**src/rtl/butterfly_lsu.sv**
```systemverilog
// butterfly_lsu: MEM-stage load/store unit with byte-lane steering,
// sign/zero extension, alignment checking and a bus timeout.
module butterfly_lsu #(
    parameter int XLEN           = 32,
    parameter int TIMEOUT_CYCLES = 16
) (
    input  logic              clk_i,
    input  logic              rst_n_i,
    input  logic              req_valid_i,
    output logic              req_ready_o,
    input  logic              req_we_i,
    input  logic [1:0]        req_size_i,
    input  logic              req_unsigned_i,
    input  logic [XLEN-1:0]   req_addr_i,
    input  logic [XLEN-1:0]   req_wdata_i,
    input  logic [4:0]        req_rd_i,
    output logic              rsp_valid_o,
    output logic [XLEN-1:0]   rsp_rdata_o,
    output logic [4:0]        rsp_rd_o,
    output logic              rsp_we_o,
    output logic              rsp_err_o,
    output logic [1:0]        rsp_err_code_o,
    output logic              busy_o,
    output logic              dmem_valid_o,
    output logic              dmem_we_o,
    output logic [XLEN-1:0]   dmem_addr_o,
    output logic [XLEN-1:0]   dmem_wdata_o,
    output logic [XLEN/8-1:0] dmem_wstrb_o,
    input  logic [XLEN-1:0]   dmem_rdata_i,
    input  logic              dmem_ready_i
);

    localparam int NB = XLEN / 8;
    localparam int LW = $clog2(NB);
    localparam int TW = (TIMEOUT_CYCLES > 1) ? $clog2(TIMEOUT_CYCLES) : 1;
    localparam bit TMO_EN = (TIMEOUT_CYCLES > 0);
    localparam logic [TW-1:0] TMO_LAST =
        TW'((TIMEOUT_CYCLES > 0) ? TIMEOUT_CYCLES - 1 : 0);

    localparam logic [1:0] ERR_NONE  = 2'b00;
    localparam logic [1:0] ERR_ALIGN = 2'b01;
    localparam logic [1:0] ERR_TMO   = 2'b10;
    localparam logic [1:0] ERR_SIZE  = 2'b11;

    typedef enum logic [1:0] {
        IDLE,
        ACCESS,
        RESP
    } state_t;

    typedef struct packed {
        logic          we;
        logic [1:0]    size;
        logic          uns;
        logic [LW-1:0] off;
        logic [4:0]    rd;
    } req_t;

    state_t          state_q;
    state_t          state_d;
    req_t            req_q;
    req_t            req_d;
    logic [TW-1:0]   cnt_q;
    logic [TW-1:0]   cnt_d;

    logic            dv_q;
    logic            dv_d;
    logic            dwe_q;
    logic            dwe_d;
    logic [XLEN-1:0] daddr_q;
    logic [XLEN-1:0] daddr_d;
    logic [XLEN-1:0] dwdata_q;
    logic [XLEN-1:0] dwdata_d;
    logic [NB-1:0]   dstrb_q;
    logic [NB-1:0]   dstrb_d;

    logic            rv_q;
    logic            rv_d;
    logic [XLEN-1:0] rdata_q;
    logic [XLEN-1:0] rdata_d;
    logic [4:0]      rrd_q;
    logic [4:0]      rrd_d;
    logic            rwe_q;
    logic            rwe_d;
    logic            rerr_q;
    logic            rerr_d;
    logic [1:0]      rcode_q;
    logic [1:0]      rcode_d;

    logic [LW-1:0]   in_off;
    logic [NB-1:0]   size_strb;
    logic [NB-1:0]   strb_sh;
    logic [XLEN-1:0] wdata_sh;
    logic            misaligned;
    logic            illegal;

    logic [XLEN-1:0] rd_sh;
    logic [XLEN-1:0] ext_mask;
    logic [XLEN-1:0] rd_ext;
    logic            sgn;

    // Request-side decode works on the raw inputs so the bus
    // registers can be loaded on the accepting edge.
    always_comb begin
        in_off    = req_addr_i[LW-1:0];
        size_strb = '0;
        unique case (req_size_i)
            2'b00: size_strb = NB'(8'h01);
            2'b01: size_strb = NB'(8'h03);
            2'b10: size_strb = NB'(8'h0F);
            2'b11: size_strb = NB'(8'hFF);
            default: size_strb = '0;
        endcase
        strb_sh  = size_strb << in_off;
        wdata_sh = req_wdata_i << {in_off, 3'b000};
        illegal  = (XLEN == 32) && (req_size_i == 2'b11);
        misaligned =
            ((req_size_i == 2'b01) && req_addr_i[0]) ||
            ((req_size_i == 2'b10) && (|req_addr_i[1:0])) ||
            ((req_size_i == 2'b11) && (|req_addr_i[2:0]));
    end

    always_comb begin
        rd_sh    = dmem_rdata_i >> {req_q.off, 3'b000};
        ext_mask = '1;
        sgn      = 1'b0;
        unique case (req_q.size)
            2'b00: begin
                ext_mask = XLEN'(8'hFF);
                sgn      = rd_sh[7];
            end
            2'b01: begin
                ext_mask = XLEN'(16'hFFFF);
                sgn      = rd_sh[15];
            end
            2'b10: begin
                ext_mask = XLEN'(32'hFFFF_FFFF);
                sgn      = rd_sh[31];
            end
            default: begin
                ext_mask = '1;
                sgn      = 1'b0;
            end
        endcase
        if (sgn && !req_q.uns) begin
            rd_ext = rd_sh | ~ext_mask;
        end else begin
            rd_ext = rd_sh & ext_mask;
        end
    end

    always_comb begin
        state_d  = state_q;
        req_d    = req_q;
        cnt_d    = cnt_q;
        dv_d     = dv_q;
        dwe_d    = dwe_q;
        daddr_d  = daddr_q;
        dwdata_d = dwdata_q;
        dstrb_d  = dstrb_q;
        rv_d     = 1'b0;
        rdata_d  = '0;
        rrd_d    = '0;
        rwe_d    = 1'b0;
        rerr_d   = 1'b0;
        rcode_d  = ERR_NONE;
        unique case (state_q)
            IDLE: begin
                if (req_valid_i) begin
                    req_d.we   = req_we_i;
                    req_d.size = req_size_i;
                    req_d.uns  = req_unsigned_i;
                    req_d.off  = in_off;
                    req_d.rd   = req_rd_i;
                    cnt_d      = '0;
                    if (illegal || misaligned) begin
                        state_d = RESP;
                        rv_d    = 1'b1;
                        rrd_d   = req_rd_i;
                        rerr_d  = 1'b1;
                        rcode_d = illegal ? ERR_SIZE : ERR_ALIGN;
                    end else begin
                        state_d  = ACCESS;
                        dv_d     = 1'b1;
                        dwe_d    = req_we_i;
                        daddr_d  = {req_addr_i[XLEN-1:LW], LW'(0)};
                        dwdata_d = wdata_sh;
                        dstrb_d  = req_we_i ? strb_sh : '0;
                    end
                end
            end
            ACCESS: begin
                // Ready is tested first so it wins over a coinciding timeout.
                if (dmem_ready_i || (TMO_EN && cnt_q == TMO_LAST)) begin
                    state_d  = RESP;
                    cnt_d    = '0;
                    dv_d     = 1'b0;
                    dwe_d    = 1'b0;
                    daddr_d  = '0;
                    dwdata_d = '0;
                    dstrb_d  = '0;
                    rv_d     = 1'b1;
                    rrd_d    = req_q.rd;
                    if (dmem_ready_i) begin
                        rwe_d   = !req_q.we && (req_q.rd != 5'd0);
                        rdata_d = req_q.we ? '0 : rd_ext;
                    end else begin
                        rerr_d  = 1'b1;
                        rcode_d = ERR_TMO;
                    end
                end else begin
                    cnt_d = cnt_q + 1'b1;
                end
            end
            RESP: begin
                state_d = IDLE;
            end
            default: begin
                state_d = IDLE;
            end
        endcase
    end

    always_ff @(posedge clk_i or negedge rst_n_i) begin
        if (!rst_n_i) begin
            state_q  <= IDLE;
            req_q    <= '0;
            cnt_q    <= '0;
            dv_q     <= 1'b0;
            dwe_q    <= 1'b0;
            daddr_q  <= '0;
            dwdata_q <= '0;
            dstrb_q  <= '0;
            rv_q     <= 1'b0;
            rdata_q  <= '0;
            rrd_q    <= '0;
            rwe_q    <= 1'b0;
            rerr_q   <= 1'b0;
            rcode_q  <= ERR_NONE;
        end else begin
            state_q  <= state_d;
            req_q    <= req_d;
            cnt_q    <= cnt_d;
            dv_q     <= dv_d;
            dwe_q    <= dwe_d;
            daddr_q  <= daddr_d;
            dwdata_q <= dwdata_d;
            dstrb_q  <= dstrb_d;
            rv_q     <= rv_d;
            rdata_q  <= rdata_d;
            rrd_q    <= rrd_d;
            rwe_q    <= rwe_d;
            rerr_q   <= rerr_d;
            rcode_q  <= rcode_d;
        end
    end

    assign req_ready_o    = (state_q == IDLE);
    assign busy_o         = (state_q != IDLE) || req_valid_i;
    assign dmem_valid_o   = dv_q;
    assign dmem_we_o      = dwe_q;
    assign dmem_addr_o    = daddr_q;
    assign dmem_wdata_o   = dwdata_q;
    assign dmem_wstrb_o   = dstrb_q;
    assign rsp_valid_o    = rv_q;
    assign rsp_rdata_o    = rdata_q;
    assign rsp_rd_o       = rrd_q;
    assign rsp_we_o       = rwe_q;
    assign rsp_err_o      = rerr_q;
    assign rsp_err_code_o = rcode_q;

endmodule

```
**config.mk**
```make
export PLATFORM = sky130hd
export DESIGN_NAME = butterfly_lsu
export DESIGN_NICKNAME = d
export VERILOG_FILES = /design/src/rtl/butterfly_lsu.sv
export SDC_FILE = /design/constraint.sdc
export NUM_CORES = 1
export LEC_CHECK = 0
export BUFFER_PORTS_ARGS = -buffer_cell sky130_fd_sc_hd__buf_2
export CAP_MARGIN = 10
export CORE_AREA = 2 2 121 123
export CTS_CLUSTER_SIZE = 28
export DETAILED_ROUTE_END_ITERATION = 8
export DIE_AREA = 0 0 123 125
export PLACE_DENSITY_LB_ADDON = 0.25
export SETUP_SLACK_MARGIN = 0.5
export SYNTH_ARGS = -nofsm -noshare
export SYNTH_HDL_FRONTEND = slang
export SYNTH_SLANG_ARGS = --single-unit
```
**constraint.sdc**
```tcl
create_clock -name clk_i -period 4.9 [get_ports clk_i]
set_input_delay 0.245 -clock clk_i [delete_from_list [all_inputs] [get_ports clk_i]]
set_output_delay 0.245 -clock clk_i [all_outputs]
set_load 0.05 [all_outputs]
```
; Yosys cells after proc, flatten, opt, wreduce, memory -nomap -nowiden
; Cells that the tools add are included.
[totals]
regBits = 129
in_bits = 109
output_inout_bits = 114
elab_cells = 114
[op_classes]
addsub = 1
eq_ne = 10
n_shift = 3
n_mux = 54
bitwise = 3
n_reduce_logical = 25
[op_table]
columns = operator, count
row1 = $mux W32, 10
row2 = $pmux W32 S2, 3
row3 = $and A32 B32 Y32, 1
row4 = $not A32 Y32, 1
row5 = $or A32 B32 Y32, 1
row6 = $shl A32 B5 Y32, 1
row7 = $shr A32 B5 Y32, 1
row8 = $mux W4, 6
row9 = $mux W2, 8
row10 = $pmux W4 S2, 2
row11 = $mux W5, 3
row12 = $mux W1, 13
row13 = $pmux W4 S3, 1
row14 = $pmux W5 S2, 1
row15 = $pmux W1 S2, 4
row16 = $pmux W2 S2, 2
row17 = $eq A2 B1 Y1 const B, 3
row18 = $eq A2 B2 Y1 const B, 3
row19 = $logic_not A2 Y1, 3
row20 = $ne A2 B2 Y1 const B, 3
row21 = $reduce_and A2 Y1, 3
row22 = $logic_and A1 B1 Y1, 5
row23 = $logic_or A1 B1 Y1, 5
row24 = $reduce_bool A5 Y1, 1
row25 = 9 further kinds, 12

; Longest topological paths before layout
; Gate-level depths: netlist of the first run.
[logic_depth]
word_depth = 9
depth_mapped = 7
ltp_nobuf = 5

; Worst setup path before layout of the first run
; Ideal clock, no wire load.
[synth_path]
path_kind = reg2reg
startpoint = register cnt_q[0]
endpoint = register daddr_q[10] (netlist: dmem_addr_o[10])
setup_ps = 67
arrival_time_ps = 1786
t_required_ps = 4833
setup_slack_ps = 3047
stages_incl_launch_ff = 8
path_buffers = 2
period_less_slack_ps = 1853
cell_sequence = dfrtp_1 ha_1 a31oi_1 nor2_1 nor2_1 buf_2 buf_2 a22o_1
[synth_via]
elab_chain_cells = 4
[synth_rtl]
columns = item, line
row1 = "start, declared", 63  ; logic [TW-1:0] cnt_q;
row2 = "start signal, assigned", 243  ; cnt_q <= cnt_d;
row3 = $eq A4 B4 Y1, 194  ; if (dmem_ready_i || (TMO_EN && cnt_q == TMO_LAST)) begin
row4 = $logic_or A1 B1 Y1, 194
row5 = $ne A2 B2 Y1 (no source line), --
row6 = $reduce_and A4 Y1 (no source line), --
row7 = "end signal, assigned", 246  ; daddr_q <= daddr_d;
row8 = "end, declared", 70  ; logic [XLEN-1:0] daddr_q;
; Every way passes these cells.
; A chain may end at the register's enable or synchronous reset.

; Worst setup path in the final report of the first run
[layout_path]
startpoint = register state_q[1]
endpoint = register dwdata_q[2] (netlist: dmem_wdata_o[2])
[layout_via]
elab_chain_cells = 3
word_cells_on_any_way = 8
cone_classes = eq/ne (4) / mux (1) / reduce/logical (3)
[layout_rtl]
columns = item, line
row1 = "start, declared", 59  ; state_t state_q;
row2 = "start signal, assigned", 241  ; state_q <= state_d;
row3 = $eq A2 B1 Y1 / $logic_not A2 Y1 (equally long branches), 167  ; unique case (state_q)
row4 = $ne A2 B2 Y1 (no source line) / $reduce_bool A2 Y1 (equally long branches), --
row5 = $reduce_and A4 Y1 (no source line), --
row6 = "end signal, assigned", 247  ; dwdata_q <= dwdata_d;
row7 = "end, declared", 72  ; logic [XLEN-1:0] dwdata_q;
; Several ways; a longest one is shown, not always the timed one.

==> results of run 1 <==
placed cells by master, fill, tap and decap left out, types with 2 or more instances in the layout:
cell and count:
sky130_fd_sc_hd__a211o_1 8, sky130_fd_sc_hd__a211oi_1 23, sky130_fd_sc_hd__a21o_1 3, sky130_fd_sc_hd__a21oi_1 9
sky130_fd_sc_hd__a21oi_2 2, sky130_fd_sc_hd__a22o_1 48, sky130_fd_sc_hd__a32o_1 16, sky130_fd_sc_hd__buf_2 219
sky130_fd_sc_hd__buf_4 6, sky130_fd_sc_hd__bufinv_16 3, sky130_fd_sc_hd__clkbuf_16 17, sky130_fd_sc_hd__clkbuf_8 4
sky130_fd_sc_hd__clkinv_2 4, sky130_fd_sc_hd__clkinvlp_4 2, sky130_fd_sc_hd__conb_1 2, sky130_fd_sc_hd__dfrtp_1 127
sky130_fd_sc_hd__mux2_2 13, sky130_fd_sc_hd__mux2i_1 32, sky130_fd_sc_hd__nand2_1 30, sky130_fd_sc_hd__nand2b_1 3
sky130_fd_sc_hd__nand3_1 2, sky130_fd_sc_hd__nor2_1 36, sky130_fd_sc_hd__nor2b_1 18, sky130_fd_sc_hd__nor3_1 2
sky130_fd_sc_hd__o21a_1 8, sky130_fd_sc_hd__o21ai_0 19, sky130_fd_sc_hd__o21bai_1 2, sky130_fd_sc_hd__o2bb2ai_1 9
kinds of logic (layout without fill, tap and decap cells):
| logic type | after synthesis | count (layout) | share of synthesized area [%] |
|---|---|---|---|
| AO/OA/AOI/OAI | 151 | 151 | 21.5 |
| flip-flops | 127 | 127 | 57.5 |
| AND/OR/NAND/NOR | 101 | 101 | 8.52 |
| multiplexers | 46 | 46 | 8.86 |
| buffers and inverters | 40 | 259 | 3.26 |
| adder cells (fa/ha/maj) | 1 | 1 | 0.226 |
| other | 1 | 2 | 0.0679 |
per-layer routing:
| layer | up-vias | wire length [um] | share of wire (%) | GRT usage [%] |
|---|---|---|---|---|
| met2 | 206 | 7040 | 47 | 30.2 |
| li1 | 2141 | - | - | - |
| met4 | 0 | 263 | 1.7 | 7.09 |
| met5 | - | 0 | 0 | 0 |
| met1 | 2241 | 6510 | 43 | 26.4 |
| met3 | 22 | 1250 | 8.3 | 6.20 |
worst reg2reg max path: stages (launching register included):
cell and delay, ps:
sky130_fd_sc_hd__dfrtp_1 420, sky130_fd_sc_hd__nor3b_2 190, sky130_fd_sc_hd__buf_4 280, sky130_fd_sc_hd__o21a_2 900, sky130_fd_sc_hd__nor2_4 330, sky130_fd_sc_hd__buf_4 370, sky130_fd_sc_hd__a22o_1 280
timing repair:
action,in CTS,in global routing
hold endpoints to repair,67,0
hold buffers,1,0
setup buffers,0,0
final cells by class:
| cell class | instances | area share (%) |
|---|---|---|
| Timing Repair Buffer | 226 | 15.6 |
| Tap cell | 184 | 3.13 |
| Inverter | 1 | 0.0510 |
| Clock inverter | 10 | 1.82 |
| Sequential cell | 127 | 43.2 |
| Clock buffer | 22 | 6.57 |
| Multi-Input combinational cell | 301 | 29.6 |
state kept, by name (all words and copies together), names as in the netlist, 2 cells and up:
| signal | cells |
|---|---|
| dmem_wdata_o | 32 |
| rsp_rdata_o | 32 |
| dmem_addr_o | 30 |
| req_q | 11 |
| rsp_rd_o | 5 |
| cnt_q | 4 |
| dmem_wstrb_o | 4 |
| rsp_err_code_o | 2 |
| state_q | 2 |
path summary, 6_finish.rpt:
| check | startpoint | to |
|---|---|---|
| min in group asynchronous | rst_n_i | rsp_rd_o[4] |
| setup / recovery | state_q[1] | dmem_wdata_o[2] |
| setup reg to reg | state_q[1] | dmem_wdata_o[2] |
| hold reg to reg | dmem_wstrb_o[0] | dmem_wstrb_o[0] |
| hold / removal | req_addr_i[26] | dmem_addr_o[26] |
| max in group asynchronous | rst_n_i | rsp_rdata_o[25] |
metrics by stage:
stage | power (uW) | cells | worst slack (ps)
floorplan | 2550 | 468 | 3050
global placement | 2920 | 838 | 1750
detailed placement | 2940 | 838 | 1620
CTS | 4260 | 871 | 1960
global route | 4420 | 871 | 1770
finish | 4220 | 871 | 2020
power groups by stage:
stage / clock [uW] / sequential, uW / combinational [uW]
floorplan: 0 / 2030 / 512
global placement: 0 / 1430 / 1490
detailed placement: 0 / 1430 / 1520
CTS: 1330 / 1420 / 1520
global route: 1370 / 1450 / 1590
finish: 1290 / 1420 / 1510
==> results.txt, run 1 <==
The core occupancy in the finished layout came out at 51.8%. The number of global-route vias before repair is ~4,500. The final max-slew violation count is 0. The clock skew after layout is 7.16 ps.

The floorplan step set the die height to roughly 130 um. The routed layout has about 4,600 vias. By count the netlist is led by sky130_fd_sc_hd__dfrtp_1, sky130_fd_sc_hd__a22o_1, sky130_fd_sc_hd__nor2_1. Summing all flip-flop and latch instances after layout gives approximately 3200 sq um. The cell area that synthesis handed to floorplanning was around 5500 sq um. In this run the clock root is driven by a sky130_fd_sc_hd__clkbuf_16.

The most common cell in the synthesized netlist is sky130_fd_sc_hd__dfrtp_1. The final layout net count came out at about 780. The global placer's final weighted congestion came out at approximately 0.86. The sequential area share after synthesis came out at 57.5%. The full die area is between 15,000 and 20,000 sq um. The flow ran to the end, and the final reports show no timing, DRC or antenna violations. After clock tree synthesis, the clock-pin slew on the worst setup and hold paths is roughly 60 ps.

TritonCTS built the clock tree. The core region is between 10,000 and 15,000 sq um. The area fraction of the dominant cell type after synthesis is a little under three fifths. The number of setup violations in the final report came out at 0. The length in cells of the worst reg-to-reg path came out at 6.

The power dissipated by switching net loads is between 1500 and 2000 uW. The number of different library cells in the post-synthesis netlist came out at 41. Dividing total power by cell area gives a power density of between 500 and 600 nW/um^2. Walking the worst path, the cells encountered are nor3b_2, buf_4, o21a_2, nor2_4, buf_4, a22o_1. The initial antenna violation count came to 0.

The HPWL reported at the end of detailed placement came out at 10,400 um. The number of buffers on the longest clock path is 2. The wire length of the first global-routing pass came out at ~23,000 um.

In the final layout, the multi-input gates occupy ~2200 sq um. The tightest min-delay check is of the input port to flip-flop type. The total I/O pin count came out at between 200 and 250. At the later pin of the worst-skew pair, clock insertion delay measures roughly 410 ps. The overall routing resource usage came out at approximately a fifth. Dividing the final minimum period by the clock period gives 58.9%. Net switching is 39.6% of the power. For this configuration, the core starts out at a cell density of approximately two fifths.

The worst register-to-register path has a setup slack of between 2000 and 2500 ps. The most used flip-flop cell after synthesis is sky130_fd_sc_hd__dfrtp_1. The critical path data arrival time is 3180 ps. The post-cts sizing count is 0.

Max-cap violations in this run came to 0. By startpoint and endpoint, the worst setup path is classified as flip-flop to flip-flop. Yosys mapped a number of flops with a built-in enable equal to 0. The number of cells on the worst hold path came out at 2. The final hold violation count was 0. Setup repair after global routing left no endpoint under its margin.

The worst hold margin is a little over 60 ps. The number of detailed-route iterations in the first pass came out at 4. The post-synthesis to final-layout area growth is 33.3%. A synthesized cell averages 11.8 sq um. Ranked by total cell area, the synthesized netlist is headed by sky130_fd_sc_hd__dfrtp_1, sky130_fd_sc_hd__a22o_1, sky130_fd_sc_hd__mux2i_1, sky130_fd_sc_hd__a211oi_1, sky130_fd_sc_hd__a32o_1.

Based on the critical path, the design can be clocked at up to about 0.35 GHz. The kind of capture point of the worst setup path is a flip-flop. In the routed layout, each cell is associated on average with a via count of between 5 and 6. The slowest stage of the critical path belongs to the cell sky130_fd_sc_hd__o21a_2. sky130_fd_sc_hd__dfrtp_1 takes more of the synthesized area than any other cell. The largest single stage delay on the critical path is around 900 ps. CTS saw 127 sinks.

In the final routed layout, each cell accounts on average for ~17 um. Entering global routing, the biggest net connects 69 pins. The critical path contains buffers and inverters numbering 2 combined. The sum of negative setup slack came out at 0 ps. The number of buffers added by the clock tree synthesis step came out at 17. The finished cells cover 7360 sq um.

The maximum VDD drop is roughly 320 uV. The clock tree synthesis step divided the H-tree into 4 levels. The worst setup path is launched from a flip-flop. The required arrival time at the worst endpoint came out at around 5200 ps. The share of final-layout standard cells stronger than drive strength 1 is between 40% and 50%.

In this run the number of cells on the critical path is 6. The overall die width came out at around 120 um. The total routed wirelength came out at 15,100 um.

The final routed DRC violation total is 0. The part of the power in registers came out at about 34%. The slew at the pin closest to its max-slew limit came out at about 1100 ps. The clock network fraction of total power came out at 30.7%. In the synthesized netlist the async set-or-reset flop fraction comes to 100%. The internal portion of the total power is between 2000 and 3000 uW. Measured against its own limit, the worst slew margin works out to 27.1%.

The number of antenna diodes is 0. The count of state elements after synthesis came out at roughly 130. The Yosys warning count is 0. The cell family contributing the most delay on the critical path is compound AO/OA/AOI/OAI gates. In this run the worst path has a maximum fanout of 52. The count of nets left with antenna violations once routing finished came out at 0. In this design, the critical path's most frequently occurring cell is sky130_fd_sc_hd__buf_4. The aggregate global routing overflow is 0.

The clock period minus worst slack is around 2900 ps. The number of DRC markers after the initial detailed-route iteration came out at approximately 220. The count of buffers inserted at the top-level ports is 220. The count of standard-cell rows is 44. In this run, the combinational gates consume a little over a third of the power. Synthesis produced a netlist whose cell count is between 400 and 500. The analysis attributes to cell leakage a power of slightly below 0.004 uW.

The count of fill cells added during filler insertion came out at about 1,300. In this run the cell area measured after placement is between 6000 and 7000 sq um.
No activity file was read; power rests on OpenSTA's default activity.
==> run 2, diff against run 1 <==
clock period = 2.5 ns   (was 4.9 ns; I/O delays follow)
==> results.txt, run 2 (synthesis results as in run 1) <==
The run finished with clean final reports. Of the total power, the share spent switching nets is about 40%. The residual antenna-violating net count after detailed routing is 0. Data arrives at the worst endpoint at ~2300 ps. The number of buffers on the longest clock path is 2. Walking the worst path, the cells encountered are nand2b_2, or3b_1, a2111o_2, buf_12, a21oi_1. The type of the tightest min-delay check is input port to flip-flop. The count of vias placed by the detailed router is between 4,000 and 5,000. The die height came out at roughly 130 um. The register-to-register setup slack came out at between 500 and 600 ps. For this design the ratio of total power to cell area is between 1000 and 1500 nW/um^2. The depth of the CTS H-tree is 4. The cell internal power dissipation is 4990 uW. The global placer's final weighted congestion came out at roughly 0.8. The final worst-path cycle share is between 70% and 80%. The critical path is of the flip-flop to flip-flop type. From left edge to right edge, the die measures about 120 um. The number of detailed-route iterations in the first pass is 4. The number of setup violations in the final report came out at 0.

The top achievable clock speed came out at between 0.5 and 0.6 GHz. The CTS clock-pin slew for the worst setup and hold paths is approximately 50 ps. The required arrival time at the worst endpoint is around 2800 ps. The worst setup path is launched from a flip-flop.

The initial core utilization came out at between 30% and 40%. The cell type group with the largest total delay on the critical path is simple AND/OR/NAND/NOR gates. The number of antenna diodes is 0. The power dissipated by switching net loads is 3330 uW. The total routed wirelength came out at roughly 16,000 um. CTS placed an instance of sky130_fd_sc_hd__clkbuf_16 at the clock tree root. The count of buffer and inverter cells on the critical path came out at 1. IR analysis of the VDD net gives a maximum drop of between 700 and 800 uV. The final hold violation count is 0. The clock insertion delay at the later pin of the skew report came out at between 400 and 500 ps. The post-synthesis to final-layout area growth came out at 44.6%. The count of buffers inserted at the top-level ports is between 200 and 250.

The leakage power figure came out at between 0.004 and 0.005 uW. For this run, design rule violations remaining after detail routing come to 0. The aggregate global routing overflow came out at 0. The total I/O pin count is 223.

The overall routing resource usage came out at around a fifth. The first global-routing pass estimated between 20,000 and 30,000 um of wire. The clock skew after layout came out at around 8 ps. The largest driver fanout on the critical path came out at 15.

The combinational group share of total power came out at a little under two fifths. The number of global-route vias before repair is between 4,000 and 5,000. The clock sink total is between 100 and 150. The part of the power in registers came out at between 30% and 40%.

The final max-slew violation count came out at 0. Leaving out filler cells and counting taps, the final layout contains ~930. The summed area of non-filler cells in the final layout is around 8000 sq um. The count of standard-cell rows came out at 44. The share of final-layout standard cells stronger than drive strength 1 came out at between 30% and 40%. The HPWL reported at the end of detailed placement is ~11,000 um. The final layout contains about 850 nets. Setup repair after global routing could not meet its margin everywhere.

The die covers 15,400 sq um. After layout, the minimum clock period comes to about 2000 ps. STA classifies the critical path endpoint as a flip-flop. In the layout the commonest cells are sky130_fd_sc_hd__buf_2, sky130_fd_sc_hd__dfrtp_1, sky130_fd_sc_hd__dlygate4sd3_1.

The cell area after placement came out at around 6800 sq um. Max-cap violations in this run came to 0. In this design, the stage delay of the slowest critical-path cell is 460 ps. Setup slack closes at 536 ps. In this run, the number of DRC markers left after iteration 0 of detailed routing was approximately 350.

The most common cell after layout, fill and taps aside is sky130_fd_sc_hd__buf_2. The clock network fraction of total power is between 20% and 30%. TritonCTS built the clock tree.

The worst pin sits at a relative slew slack of slightly above 50%. The initial antenna violation count was 0. Setup total negative slack on the finished layout was measured at 0 ps.

The number of clock buffers added by TritonCTS is 17. The number of cells after detailed placement came out at between 800 and 900. The average wire length per cell after detail routing is around 17 um. The slowest stage of the critical path belongs to the cell sky130_fd_sc_hd__a2111o_2. After detailed routing, the number of vias per cell comes to just over 5. The area of the core region is about 14,000 sq um. The slew at the pin closest to its max-slew limit is a little over 700 ps.

Entering global routing, the biggest net connects between 60 and 70 pins. Before CTS, the worst setup slack after placement is 380 ps.
==> run 2: cell count changes in the layout (fill, tap and decap cells not counted), sizes merged <==
cell and change:
buf +10, clkbuf -2, clkinvlp +1, clkinv +1
dlygate4sd3 +53
==> run 2: worst paths after layout <==
path                                  start          endpoint  cells past startpoint
max in group asynchronous           rst_n_i   dmem_addr_o[22]                      3
max                              state_q[1]   rsp_rdata_o[26]                      5
min in group asynchronous           rst_n_i         req_q[10]                      2
min reg2reg                dmem_wdata_o[13]  dmem_wdata_o[13]                      1
min                        dmem_rdata_i[30]   rsp_rdata_o[30]                      3
max reg2reg                      state_q[1]   rsp_rdata_o[26]                      5
==> run 2: worst reg2reg max path, stage by stage (launching register included) <==
cell and delay (ps):
sky130_fd_sc_hd__dfrtp_1 440, sky130_fd_sc_hd__nand2b_2 260, sky130_fd_sc_hd__or3b_1 400, sky130_fd_sc_hd__a2111o_2 460
sky130_fd_sc_hd__buf_12 170, sky130_fd_sc_hd__a21oi_1 150
==> run 2: repair_timing <==
item / CTS / global route
resized for setup: 3 / 5
gates cloned: 0 / 0
pin swaps: 1 / 1
endpoints found under the setup margin: 70 / 68
setup buffers: 0 / 1
endpoints found under the hold margin: 184 / 1
hold buffers: 53 / 1
==> run 2: cell type report <==
cell class	count	area, sq um
Clock inverter	12	143
Clock buffer	20	447
Multi-Input combinational cell	301	2190
Tap cell	184	230
Inverter	1	3.75
Sequential cell	127	3180
Fill cell	1227	6210
Timing Repair Buffer	289	1790
==> run 2: routing by layer <==
layer | global-route usage (%) | part of all wire [%]
met1 | 27.4 | 44
met2 | 32.6 | 48
met3 | 6.80 | 6.8
met4 | 7.15 | 1.3
met5 | 0 | 0
==> run 2: power groups by stage <==
stage	clock network [uW]	registers (uW)	logic [uW]
after CTS	2500	2750	3100
after detailed placement	0	2770	3040
final	2460	2760	3110
after global placement	0	2760	2990
after floorplan	0	3990	1000
after global routing	2630	2810	3290
==> run 2: through the flow <==
step / total power (uW) / util (%) / hold WS [ps]
3_5_place_dp: 5800 / 48.0 / 1.67
4_1_cts: 8350 / 55.9 / 0.0885
5_1_grt: 8730 / 56.3 / 17.4
2_1_floorplan: 4990 / - / -171
6_report: 8330 / 56.3 / 26.6
3_3_place_gp: 5750 / 48.0 / -5.55
==> run 3, diff against run 2 <==
clock period = 2 ns   (was 2.5 ns; I/O delays follow)
==> results.txt, run 3 (synthesis results as in run 1) <==
The flow ran to the end, and the final reports show no timing, DRC or antenna violations. Based on the critical path, the design can be clocked at up to slightly below 0.6 GHz. TritonCTS built the clock tree. The number of DRC markers after the initial detailed-route iteration came out at ~280. Entering global routing, the biggest net connects 128 pins. The share of final-layout standard cells stronger than drive strength 1 came out at between 40 and 50%.

0 antenna diodes ended up in the layout. For this design, the slowest cell found on the critical path is sky130_fd_sc_hd__dfrtp_1. The critical path goes through nand2b_4, or3b_4, a2111o_1, buf_6, a21oi_2. The endpoint identified for the worst register-to-register timing path is rsp_rdata_o[28]. Tracing the worst setup path back leads to its startpoint at state_q[1]. The wire length of the first global-routing pass came out at roughly 27,000 um.

The count of buffer and inverter cells on the critical path came out at 1. The worst hold margin is 36.4 ps. The worst setup path is of the flip-flop to flip-flop kind. Grouping stages by cell kind, the critical path spends the most delay in simple AND/OR/NAND/NOR gates. The aggregate global routing overflow came out at 0.

The post-synthesis to final-layout area growth is 63.6%. Buffers placed on the I/O ports in this run total 220. Counting the fill cells in the layout gives approximately 1,200. The CTS root buffer is sky130_fd_sc_hd__clkbuf_16. The final layout net count came out at about 900. For this configuration, the core starts out at a cell density of 38.9%. In this run the number of cells on the critical path is 5. The leakage power figure is ~0.0046 uW. After floorplanning, the core was sized to cover approximately 14,000 sq um. The clock skew after layout is between 5 and 6 ps. The largest driver fanout on the critical path is 15. The delay contributed by the slowest stage of the critical path is roughly 400 ps. The critical path endpoint is rsp_rdata_o[28]. Setup repair after global routing could not meet its margin everywhere. In the layout the commonest cells are sky130_fd_sc_hd__buf_2, sky130_fd_sc_hd__dfrtp_1, sky130_fd_sc_hd__dlygate4sd3_1. The die covers 15,400 sq um. The maximum VDD drop came out at 856 uV. The worst path uses between 80% and 90% of the clock period. The global placer's final weighted congestion is 0.826. The detail-routed via count per cell came out at between 5 and 6.

The slew at the pin closest to its max-slew limit is about 720 ps. The final routed DRC violation total came out at 0. The element type at the critical path start is a flip-flop.

The most common cell after layout, fill and taps aside is sky130_fd_sc_hd__buf_2. The count of standard-cell rows is between 40 and 50. The number of buffers on the longest clock path is 2. The type of the tightest min-delay check is input port to flip-flop. The setup check on the worst reg-to-reg path leaves a slack of around 320 ps. The tool flagged a number of max-cap violations equal to 0. The final hold violation count came to 0. For the worst-skew pair, the clock arrives at the later sink with an insertion delay of approximately 400 ps. The worst reg2reg path startpoint is state_q[1].

The initial antenna violation count is 0. Detailed placement finished with a half-perimeter wire length of around 11,000 um. Dividing the detail-routed wire length by the instance count gives around 19 um. The detail route stage leaves a number of antenna-violating nets equal to 0. The total power density per cell area is ~1200 nW/um^2. The die height is ~130 um.

The number of buffers added by the clock tree synthesis step is 17. The sum of negative setup slack came out at 0 ps. The final max-slew violation count is 0. The total routed wirelength came out at approximately 19,000 um. The count of vias placed by the detailed router is ~5,200. The required arrival time at the worst endpoint is 2320 ps. The depth of the CTS H-tree is 4. For this design, the sink count on the clock tree is 127. STA classifies the critical path endpoint as a flip-flop. The critical path data arrival time came out at about 2000 ps. ~220 I/O pins were placed.

In this run the tightest slew margin relative to its limit is 52.2%. Measured in cells, the most critical reg-to-reg path has a length of 5. The number of global-route vias before repair is 5,381. The number of setup violations in the final report came out at 0. The CTS clock-pin slew for the worst setup and hold paths is about 60 ps. The clock period could shrink to 1680 ps. The overall routing resource usage is 23.0%. The overall die width is approximately 120 um. The first TritonRoute pass finished after 5 iterations.
[run 3: worst min-delay path, stage by stage]
cell	delay (ps)
sky130_fd_sc_hd__buf_2	90
sky130_fd_sc_hd__mux2i_1	100
sky130_fd_sc_hd__o2bb2ai_2	120
[run 3: layout make-up]
type	count	area (sq um)	share of cell area, %
Sequential cell	127	3180	35.2
Timing Repair Buffer	340	2550	28.2
Multi-Input combinational cell	301	2490	27.5
Clock buffer	24	472	5.22
Tap cell	184	230	2.55
Clock inverter	7	110	1.22
Inverter	1	3.75	0.0415
[run 3: how the worst min path moves through the flow]
stage	startpoint	end	slack [ps]	depth (start not counted)
floorplan	rst_n_i	cnt_q[0]	-200	0
global placement	rst_n_i	rsp_rd_o[0]	260	2
detailed placement	rst_n_i	rsp_rd_o[0]	270	2
CTS	dmem_rdata_i[23]	rsp_rdata_o[15]	2	3
global route	req_wdata_i[14]	dmem_wdata_o[14]	30	3
finish	req_wdata_i[12]	dmem_wdata_o[12]	40	3
[run 3: routing by layer]
| metal | global-route usage [%] | up-vias | part of all wire [%] |
|---|---|---|---|
| met5 | 0 | - | 0 |
| met1 | 27.5 | 2570 | 40 |
| met2 | 38.2 | 215 | 51 |
| li1 | - | 2377 | - |
| met4 | 11.5 | 0 | 2.4 |
| met3 | 6.07 | 31 | 6.4 |
[run 3: power breakdown]
part,internal (uW),switching [uW],total [uW]
clock network,2010,1090,3100
registers,3110,384,3490
logic,1670,2970,4630
total,6780,4440,11200
[run 3: metrics by stage]
stage               instance area [sq um]  utilization [%]  std cells  worst slack [ps]  power, uW
floorplan                            5580                -        468               384       6270
global placement                     6900             48.6        849               323       7250
detailed placement                   6900             48.6        849               239       7310
CTS                                  8510             59.9        967               364      10800
global route                         9030             63.6        984               265      11700
finish                               9030             63.6        984               324      11200
[run 3: repair_timing]
| item | in CTS | in global routing |
|---|---|---|
| pin swaps | 11 | 21 |
| hold buffers | 65 | 0 |
| hold endpoints to repair | 199 | 0 |
| gates resized for setup | 27 | 56 |
| gates cloned | 5 | 9 |
| buffers inserted | 17 | 8 |
| setup endpoints to repair | 95 | 116 |
